File: src/rtl/imem_loader_pkg.sv
// imem_loader_pkg: shared constants for the instruction-memory loader.
// Holds FSM state codes, memory depth, address width and bytes per word.
package imem_loader_pkg;

  localparam int WORD_W         = 32;
  localparam int IMEM_DEPTH     = 64;
  localparam int ADDR_W         = 6;
  localparam int BYTES_PER_WORD = 4;

  localparam logic [1:0] S_LEN  = 2'd0;
  localparam logic [1:0] S_DATA = 2'd1;
  localparam logic [1:0] S_DONE = 2'd2;
  localparam logic [1:0] S_ERR  = 2'd3;

endpackage

File: src/rtl/imem_loader_if.sv
// imem_loader_if: host byte stream in, instruction RAM write and status out.
// master = host/RAM side, slave = loader side.
interface imem_loader_if;
  import imem_loader_pkg::*;

  logic [7:0]        rx_data;
  logic              rx_valid;
  logic              rx_ready;
  logic              we;
  logic [ADDR_W-1:0] waddr;
  logic [WORD_W-1:0] wdata;
  logic              cpu_hold;
  logic              done;
  logic              error;

  modport master (
    output rx_data, rx_valid,
    input  rx_ready, we, waddr, wdata,
    input  cpu_hold, done, error
  );

  modport slave (
    input  rx_data, rx_valid,
    output rx_ready, we, waddr, wdata,
    output cpu_hold, done, error
  );

endinterface

File: src/rtl/imem_loader_word_packer.sv
// word_packer: packs accepted bytes little-endian into a 32-bit word.
// Ports: clk, reset, byte_v_i/byte_i in; word_v_o pulse with word_o out.
module word_packer
  import imem_loader_pkg::*;
(
  input  logic              clk,
  input  logic              reset,
  input  logic              byte_v_i,
  input  logic [7:0]        byte_i,
  output logic              word_v_o,
  output logic [WORD_W-1:0] word_o
);

  logic [23:0] sh_q, sh_d;
  logic [1:0]  idx_q, idx_d;

  // Bytes enter at the top so byte 0 ends in the low lane.
  always_comb begin
    sh_d  = sh_q;
    idx_d = idx_q;
    if (byte_v_i) begin
      sh_d  = {byte_i, sh_q[23:8]};
      idx_d = idx_q + 2'd1;
    end
  end

  assign word_v_o = byte_v_i && (idx_q == 2'(BYTES_PER_WORD - 1));
  assign word_o   = {byte_i, sh_q};

  always_ff @(posedge clk) begin
    if (!reset) begin
      sh_q  <= '0;
      idx_q <= '0;
    end else begin
      sh_q  <= sh_d;
      idx_q <= idx_d;
    end
  end

endmodule

File: src/rtl/imem_loader.sv
// imem_loader: length-prefixed byte-stream loader for the instruction RAM.
// Ports: clk, reset (sync, active low), bus (slave modport of imem_loader_if).
module imem_loader
  import imem_loader_pkg::*;
#(
  parameter int N     = WORD_W,
  parameter int DEPTH = IMEM_DEPTH
) (
  input  logic         clk,
  input  logic         reset,
  imem_loader_if.slave bus
);

  logic [1:0]        st_q, st_d;
  logic [ADDR_W-1:0] cnt_q, cnt_d;
  logic [ADDR_W-1:0] lm1_q, lm1_d;
  logic [ADDR_W-1:0] waddr_q, waddr_d;
  logic [N-1:0]      wdata_q, wdata_d;
  logic              last_q, last_d;
  logic              we_q, we_d;
  logic              done_q, done_d;
  logic              err_q, err_d;
  logic              hold_q, hold_d;
  logic              in_len, in_data, rdy, acc;
  logic              word_v;
  logic [N-1:0]      word;

  assign in_len  = (st_q == S_LEN);
  assign in_data = (st_q == S_DATA);
  assign rdy     = in_len | in_data;
  assign acc     = bus.rx_valid & rdy;

  word_packer u_pack (
    .clk      (clk),
    .reset    (reset),
    .byte_v_i (acc & in_data & ~last_q),
    .byte_i   (bus.rx_data),
    .word_v_o (word_v),
    .word_o   (word)
  );

  always_comb begin
    st_d    = st_q;
    cnt_d   = cnt_q;
    lm1_d   = lm1_q;
    waddr_d = waddr_q;
    wdata_d = wdata_q;
    last_d  = last_q;
    we_d    = 1'b0;
    done_d  = done_q;
    err_d   = err_q;
    hold_d  = hold_q;
    unique case (1'b1)
      in_len: begin
        if (acc) begin
          if (bus.rx_data == 8'd0) begin
            st_d   = S_DONE;
            done_d = 1'b1;
            hold_d = 1'b0;
          end else if (int'(bus.rx_data) > DEPTH) begin
            st_d  = S_ERR;
            err_d = 1'b1;
          end else begin
            st_d  = S_DATA;
            cnt_d = '0;
            // Store L-1 so L=DEPTH fits the address width.
            lm1_d = ADDR_W'(bus.rx_data - 8'd1);
          end
        end
      end
      in_data: begin
        // Final write went out last cycle; finish now.
        if (last_q) begin
          st_d   = S_DONE;
          done_d = 1'b1;
          hold_d = 1'b0;
        end else if (word_v) begin
          we_d    = 1'b1;
          waddr_d = cnt_q;
          wdata_d = word;
          if (cnt_q == lm1_q) last_d = 1'b1;
          else cnt_d = cnt_q + 1'b1;
        end
      end
      default: ;
    endcase
  end

  always_ff @(posedge clk) begin
    if (!reset) begin
      st_q    <= S_LEN;
      cnt_q   <= '0;
      lm1_q   <= '0;
      waddr_q <= '0;
      wdata_q <= '0;
      last_q  <= 1'b0;
      we_q    <= 1'b0;
      done_q  <= 1'b0;
      err_q   <= 1'b0;
      hold_q  <= 1'b1;
    end else begin
      st_q    <= st_d;
      cnt_q   <= cnt_d;
      lm1_q   <= lm1_d;
      waddr_q <= waddr_d;
      wdata_q <= wdata_d;
      last_q  <= last_d;
      we_q    <= we_d;
      done_q  <= done_d;
      err_q   <= err_d;
      hold_q  <= hold_d;
    end
  end

  assign bus.rx_ready = rdy;
  assign bus.we       = we_q;
  assign bus.waddr    = waddr_q;
  assign bus.wdata    = wdata_q;
  assign bus.cpu_hold = hold_q;
  assign bus.done     = done_q;
  assign bus.error    = err_q;

endmodule

File: src/flat_wrapper.sv
// flat-port wrapper written by rule: the top's interface ports become plain ports
module imem_loader_flat import imem_loader_pkg::*;
#(
  parameter int N     = WORD_W,
  parameter int DEPTH = IMEM_DEPTH
)
  (clk, reset, bus_rx_data, bus_rx_valid, bus_rx_ready, bus_we, bus_waddr, bus_wdata, bus_cpu_hold, bus_done, bus_error);
  imem_loader_if bus_i ();
  input  logic clk;
  input  logic reset;
  input wire logic [$bits(bus_i.rx_data)-1:0] bus_rx_data;
  input wire logic [$bits(bus_i.rx_valid)-1:0] bus_rx_valid;
  output wire logic [$bits(bus_i.rx_ready)-1:0] bus_rx_ready;
  output wire logic [$bits(bus_i.we)-1:0] bus_we;
  output wire logic [$bits(bus_i.waddr)-1:0] bus_waddr;
  output wire logic [$bits(bus_i.wdata)-1:0] bus_wdata;
  output wire logic [$bits(bus_i.cpu_hold)-1:0] bus_cpu_hold;
  output wire logic [$bits(bus_i.done)-1:0] bus_done;
  output wire logic [$bits(bus_i.error)-1:0] bus_error;
  assign bus_i.rx_data = bus_rx_data;
  assign bus_i.rx_valid = bus_rx_valid;
  assign bus_rx_ready = bus_i.rx_ready;
  assign bus_we = bus_i.we;
  assign bus_waddr = bus_i.waddr;
  assign bus_wdata = bus_i.wdata;
  assign bus_cpu_hold = bus_i.cpu_hold;
  assign bus_done = bus_i.done;
  assign bus_error = bus_i.error;
  imem_loader #(.N(N), .DEPTH(DEPTH)) u_core (.clk(clk), .reset(reset), .bus(bus_i));
endmodule
File: config.mk
export PLATFORM = sky130hd
export DESIGN_NAME = imem_loader_flat
export DESIGN_NICKNAME = d
export VERILOG_FILES = /design/src/rtl/imem_loader_pkg.sv /design/src/rtl/imem_loader_if.sv /design/src/rtl/imem_loader_word_packer.sv /design/src/rtl/imem_loader.sv /design/src/flat_wrapper.sv
export SDC_FILE = /design/constraint.sdc
export NUM_CORES = 1
export LEC_CHECK = 0
export ABC_CLOCK_PERIOD_IN_PS = 2500
export BUFFER_PORTS_ARGS = -buffer_cell sky130_fd_sc_hd__buf_2
export CAP_MARGIN = 10
export CORE_UTILIZATION = 28
export DETAILED_ROUTE_END_ITERATION = 10
export MAX_ROUTING_LAYER = met4
export PLACE_DENSITY = 0.53
export SKIP_LAST_GASP = 1
export SLEW_MARGIN = 15
export SYNTH_ARGS = -nofsm -noshare
export SYNTH_HDL_FRONTEND = slang
export SYNTH_HIERARCHICAL = 1
export SYNTH_SLANG_ARGS = --single-unit
File: constraint.sdc
create_clock -name clk -period 2.5 [get_ports clk]
set_input_delay 0.125 -clock clk [delete_from_list [all_inputs] [get_ports clk]]
set_output_delay 0.125 -clock clk [all_outputs]
set_load 0.05 [all_outputs]
Word-level counts from Yosys, hierarchy flattened
Index checks and enable logic that the tools add are counted.
- bits in registers: 83
- word-level logic and storage cells: 71
- input bits: 11
- output and inout port bits: 43
- equal/unequal tests: 11
- reductions and logical operators: 11
- $lt $le $gt $ge: 1
- multiplexer cells: 24
- bitwise gates (word level): 9
- add/sub/neg operators: 3
- operators with widths (cell ; number):
    6-bit two-way mux ; 6
    2-bit inequality test, second input constant ; 7
    6-bit case mux with 2 select lines ; 1
    4-bit AND reduction ; 3
    1-bit two-way mux ; 10
    8-bit by 7-bit greater-than comparator with 1-bit output, second input constant ; 1
    8-bit logical NOT ; 1
    2-bit two-way mux ; 4
    7-bit AND reduction ; 1
    6-bit by 1-bit adder with 6-bit output, second input constant ; 1
    6-bit equality test ; 1
    3-bit AND reduction ; 2
    6-bit by 1-bit subtractor with 6-bit output, second input constant ; 1
    1-bit NOT ; 5
    1-bit case mux with 2 select lines ; 2
    2-bit case mux with 2 select lines ; 1
    1-bit bitwise AND ; 3
    3-bit OR reduction ; 1
    2-bit by 1-bit adder with 2-bit output, second input constant ; 1
    2-bit by 1-bit equality test with 1-bit output, second input constant ; 1
    2-bit equality test, second input constant ; 1
    2-bit logical NOT ; 1
    2-bit by 1-bit inequality test with 1-bit output, second input constant ; 1
    2-bit nonzero test ; 1
    2 further kinds ; 2

Depth between registers and ports, before layout
- word-level depth: 9
- mapped depth: 11
- gate-level depth less buffers: 7

By module
The synthesis kept the hierarchy.
- by module, submodules not included (module ; cells each ; area an instance (sq um) ; sequential area each (sq um) ; times used):
    imem_loader ; 286 ; 2336.0 ; 1141.1 ; 1
    word_packer ; 93 ; 1076.0 ; 520.5 ; 1

Least setup slack after synthesis
No wires, ideal clock.
- kind: reg-to-reg
- start: register u_core.st_q[0]
- end: register u_core.cnt_q[5]
- library setup time: 0.070 ns
- setup slack: 0.385 ns
- buffers on the path: 3
- arrival: 2.045 ns
- stages on the path, launching flop included: 11
- period minus slack after synthesis: 2.115 ns
- required time: 2.430 ns
- path through: dfxtp_1 > inv_2 > nor2_4 > and3_1 > buf_6 > buf_12 > and2_2 > nand3_4 > buf_2 > o41ai_1 > o2bb2ai_1
- word-level cells in the longest chain between the ends: 8
- ends and longest elaborated chain (element ; RTL line ; text):
    start, declared ; imem_loader.sv:14 ; logic [1:0] st_q, st_d;
    start signal, assigned ; imem_loader.sv:102 ; st_q <= st_d;
    2-bit by 1-bit equality test with 1-bit output or 2-bit logical NOT (tied branches) ; imem_loader.sv:29, imem_loader.sv:28 ;
    1-bit bitwise OR ; imem_loader.sv:30 ; assign rdy = in_len | in_data;
    1-bit bitwise AND ; imem_loader.sv:31 ; assign acc = bus.rx_valid & rdy;
    1-bit bitwise AND (*) (2 in series) ; imem_loader.sv:36 ; .byte_v_i (acc & in_data & ~last_q),
    1-bit logical AND (*) ; imem_loader_word_packer.sv:27 ; assign word_v_o = byte_v_i && (idx_q == 2'(BYTES_PER_WORD - 1));
    net u_core.word_v ; imem_loader.sv:25 ; logic word_v;
    2-bit inequality test (no source line) (*) ; - ;
    7-bit AND reduction (no source line) (*) ; - ;
    end signal, assigned ; imem_loader.sv:103 ; cnt_q <= cnt_d;
    end, declared ; imem_loader.sv:15 ; logic [ADDR_W-1:0] cnt_q, cnt_d;
Mark *: on every way through the listed nets, which the timed path passes. The rest lies on a longest branch.
A chain may end at the register's enable or synchronous reset.

Final worst setup path
- start: register u_core.st_q[0]
- end: register u_core.cnt_q[2]
The elaborated chain is that of the path after synthesis.

==> results.tsv <==
stage	metric	value	unit
power	power.total	2.74	mW
die	core-area	0.0117	mm²
die	ios	54	
die	start_util	29.3	%
sta	hold-worst-slack	0.0769	ns
clock_network	ctsResizeCount	0	
sta	finClkSkew	0.00664	ns
power	irDropWorstVdd	0.254	mV
global_routing	grt.overflow.total	0	
synth	synth-simple-area-share	21.0	%
run_status	status	finished clean	
cells_and_area	n_fill_cell	1205	
synth	synth-seq-cells	83	
power	switching_share	24.3	%
cells_and_area	layout_commonest_cell	nand2_1	
sta	drv_slew	0	
synth	ys_warn_count	6	
synth	synth_sequential_area_ratio	48.7	%
detailed_routing	drt-wirelength-per-cell	13.2	µm
setup_path	arrival	2.44	ns
detailed_routing	drt-pass1-iter-count	4	
setup_path	crit_path_start_kind	register	
clock_network	clk_pin_slew	0.06	ns
power	p_leak	1.46	nW
sta	slew_headroom	66.6	%
sta	layout_setup_ws	0.321	ns
flow_run	maxCapViolations	0	
sta	timing.fmax	0.459	GHz
clock_network	h-tree-depth	3	
power	p_comb_share	6.1	%
detailed_routing	post-route-drc-count	0	
global_routing	grt_antenna_before_repair	0	
sta	period_share	87.2	%
clock_network	ctsHoldBuffers	0	
global_routing	grt_max_degree	38	
clock_network	cts-root-buf	clkbuf_16	
synth	synth_mux_area_share	7.63	%
power	p_per_area	686	mW/mm²
clock_network	cts_tree	built	
placed_design	pre_cts_slack	0.348	ns
cells_and_area	register_area	0.00166	mm²
synth	ys.flop_type	dfxtp_1	
synth	synth_top_family_by_area	simple AND/OR/NAND/NOR gates	
cells_and_area	n_antenna_cell	0	
cells_and_area	mostFrequentLayoutCells	88 x nand2_1, 83 x dfxtp_1, 53 x buf_2	
clock_network	post_cts_buffers	0	
synth	syn_nets	394	
detailed_routing	ant_nets	0	
clock_network	cts_buffer_depth	2	
die	die-area	0.0126	mm²
synth	synthCells	379	
sta	hold_viol_final	0	
setup_path	crit_path_top_delay_cell	or4b_1	
detailed_routing	first_iter_violations	105	
cells_and_area	multi_input_area	0.00153	mm²
cells_and_area	drive_gt1_share	19.5	%
worst_hold_path	hold_path_class	in2reg	
die	die_h	112	µm
cells_and_area	area_growth	17.3	%
power	power_frac_clock	44.6	%
setup_path	cp-end-kind	register	
synth	yosysTopAreaCellShare	48.7	%
detailed_routing	via_count	2609	
synth	netlist_area	0.00341	mm²
sta	fin_crit	2.18	ns
power	power_frac_seq	49.4	%
cells_and_area	nNetsFinal	435	
synth	synth.avg_cell_area	9.00	µm²
clock_network	numCtsBuffers	9	
global_routing	grt_util_all_layers	13.1	%
sta	worst_pin_slew	0.501	ns
global_routing	grt_pass1_wl	12400	µm
setup_path	path_buf_inv	1	
setup_path	cp_cell_sequence	inv_2, nor2_4, and3_1, and2_2, nand3_4, or4b_1, a31oi_1	
die	fp.dieW	112	µm
global_routing	grt_pass1_vias	2446	
synth	yosys.area.top_type	dfxtp_1	
synth	synth_area_leaders	dfxtp_1 49%, nand2_1 9.7%, mux2i_1 7.6%, a21oi_1 6.3%, nor2b_1 4.6%	
detailed_routing	totalWireLength	7480	µm
placed_design	dp.cells	552	
synth	synth_cell_type_count	43	
placed_design	dp_hpwl	5140	µm
placed_design	io_buffers	53	
synth	async_flop_share	0	%
sta	rsz0062_at_grt	no	
synth	synth_xor_area_share	2.82	%
sta	setup_viol	0	
synth	synth_compound_area_share	12.0	%
detailed_routing	viasPerCell	4.59	
synth	synth_edf_count	0	
power	switching_power	666	µW
setup_path	cp.required	2.76	ns
setup_path	critPathMaxFanout	22	
power	p_int	2.08	mW
synth	synth_adder_area_share	1.47	%
setup_path	slowest_delay	0.54	ns
placed_design	routabilityCongestion	0.811	
cells_and_area	final_cell_count_no_fill	568	
clock_network	clkLatencyLatePin	0.34	ns
sta	setup-tns-final	0	ns
clock_network	clkSinkCount	83	
setup_path	crit_type	reg2reg	
setup_path	path_delay_family	simple AND/OR/NAND/NOR gates	
die	num_rows	39	
## sequential cells by signal (all words and copies together) (netlist names)
name,flops
u_core/cnt_q,6
u_core/bus.waddr,6
u_core/st_q,2
u_core/bus.error,1
u_core/u_pack/sh_q,24
u_core/bus.we,1
u_core/lm1_q,6
u_core/u_pack/idx_q,2
u_core/bus.done,1
u_core/bus.wdata,32
u_core/last_q,1
u_core/bus.cpu_hold,1
## final cells by class
type / instances / share of cell area (%)
sequential: 83 / 41.5
multi-input combinational: 260 / 38.3
timing repair buffer: 59 / 8.07
clock buffer: 9 / 5.63
tap: 143 / 4.47
clock inverter: 7 / 1.34
inverter: 7 / 0.657
## worst reg2reg max path, stage by stage, from the launching register on
cell and delay [ns]:
dfxtp_1 0.45, inv_2 0.08, nor2_4 0.22, and3_1 0.21, and2_2 0.19, nand3_4 0.23, or4b_1 0.54, a31oi_1 0.18
## power by group through the flow
stage                     sequential (mW)  clock, mW  combinational, mW
after floorplan                      1.39          0              0.129
after global placement               1.38          0              0.166
after detailed placement             1.38          0              0.167
after CTS                            1.35       1.27              0.169
after global routing                 1.36       1.33              0.183
final                                1.35       1.22              0.166
## worst paths after layout
check,start,to,slack [ns],cells after the start
hold reg to reg,u_core/bus.wdata[3]$_SDFFE_PN0P_,u_core/bus.wdata[3]$_SDFFE_PN0P_,0.45,2
setup / recovery,u_core/st_q[0]$_SDFFE_PN0P_,u_core/cnt_q[2]$_SDFFE_PN0P_,0.32,7
setup reg to reg,u_core/st_q[0]$_SDFFE_PN0P_,u_core/cnt_q[2]$_SDFFE_PN0P_,0.32,7
hold / removal,bus_rx_data[0],u_core/lm1_q[0]$_SDFFE_PN0P_,0.08,2
## through the flow
stage | utilization [%] | area (µm²)
after floorplan | - | 3410
after global placement | 31.9 | 3720
after detailed placement | 31.9 | 3720
after CTS | 34.3 | 4000
after global routing | 34.3 | 4000
final | 34.3 | 4000
## synthesized netlist by cell type (4+ instances only)
cell type,number
buf_4,9
xnor2_1,8
ha_1,4
buf_2,5
a21oi_1,43
inv_1,5
nand2_1,88
dfxtp_1,83
nor2_1,14
nand3_1,7
nor2b_1,25
mux2i_1,26
a211oi_1,6
o21ai_0,4
clkbuf_1,11
## cell families after synthesis
logic type | count (synthesis)
flip-flops | 83
XOR/XNOR | 11
AND/OR/NAND/NOR | 151
AO/OA/AOI/OAI | 68
buffers and inverters | 36
adder cells (fa/ha/maj) | 4
multiplexers | 26
## metal layers
metal,routed length (µm),GRT usage (%)
met1,3530,16.4
met2,3580,19.9
met3,285,3.24
met4,79,5.60
met5,0,-
Note: power is estimated with default switching activity, not from simulation.
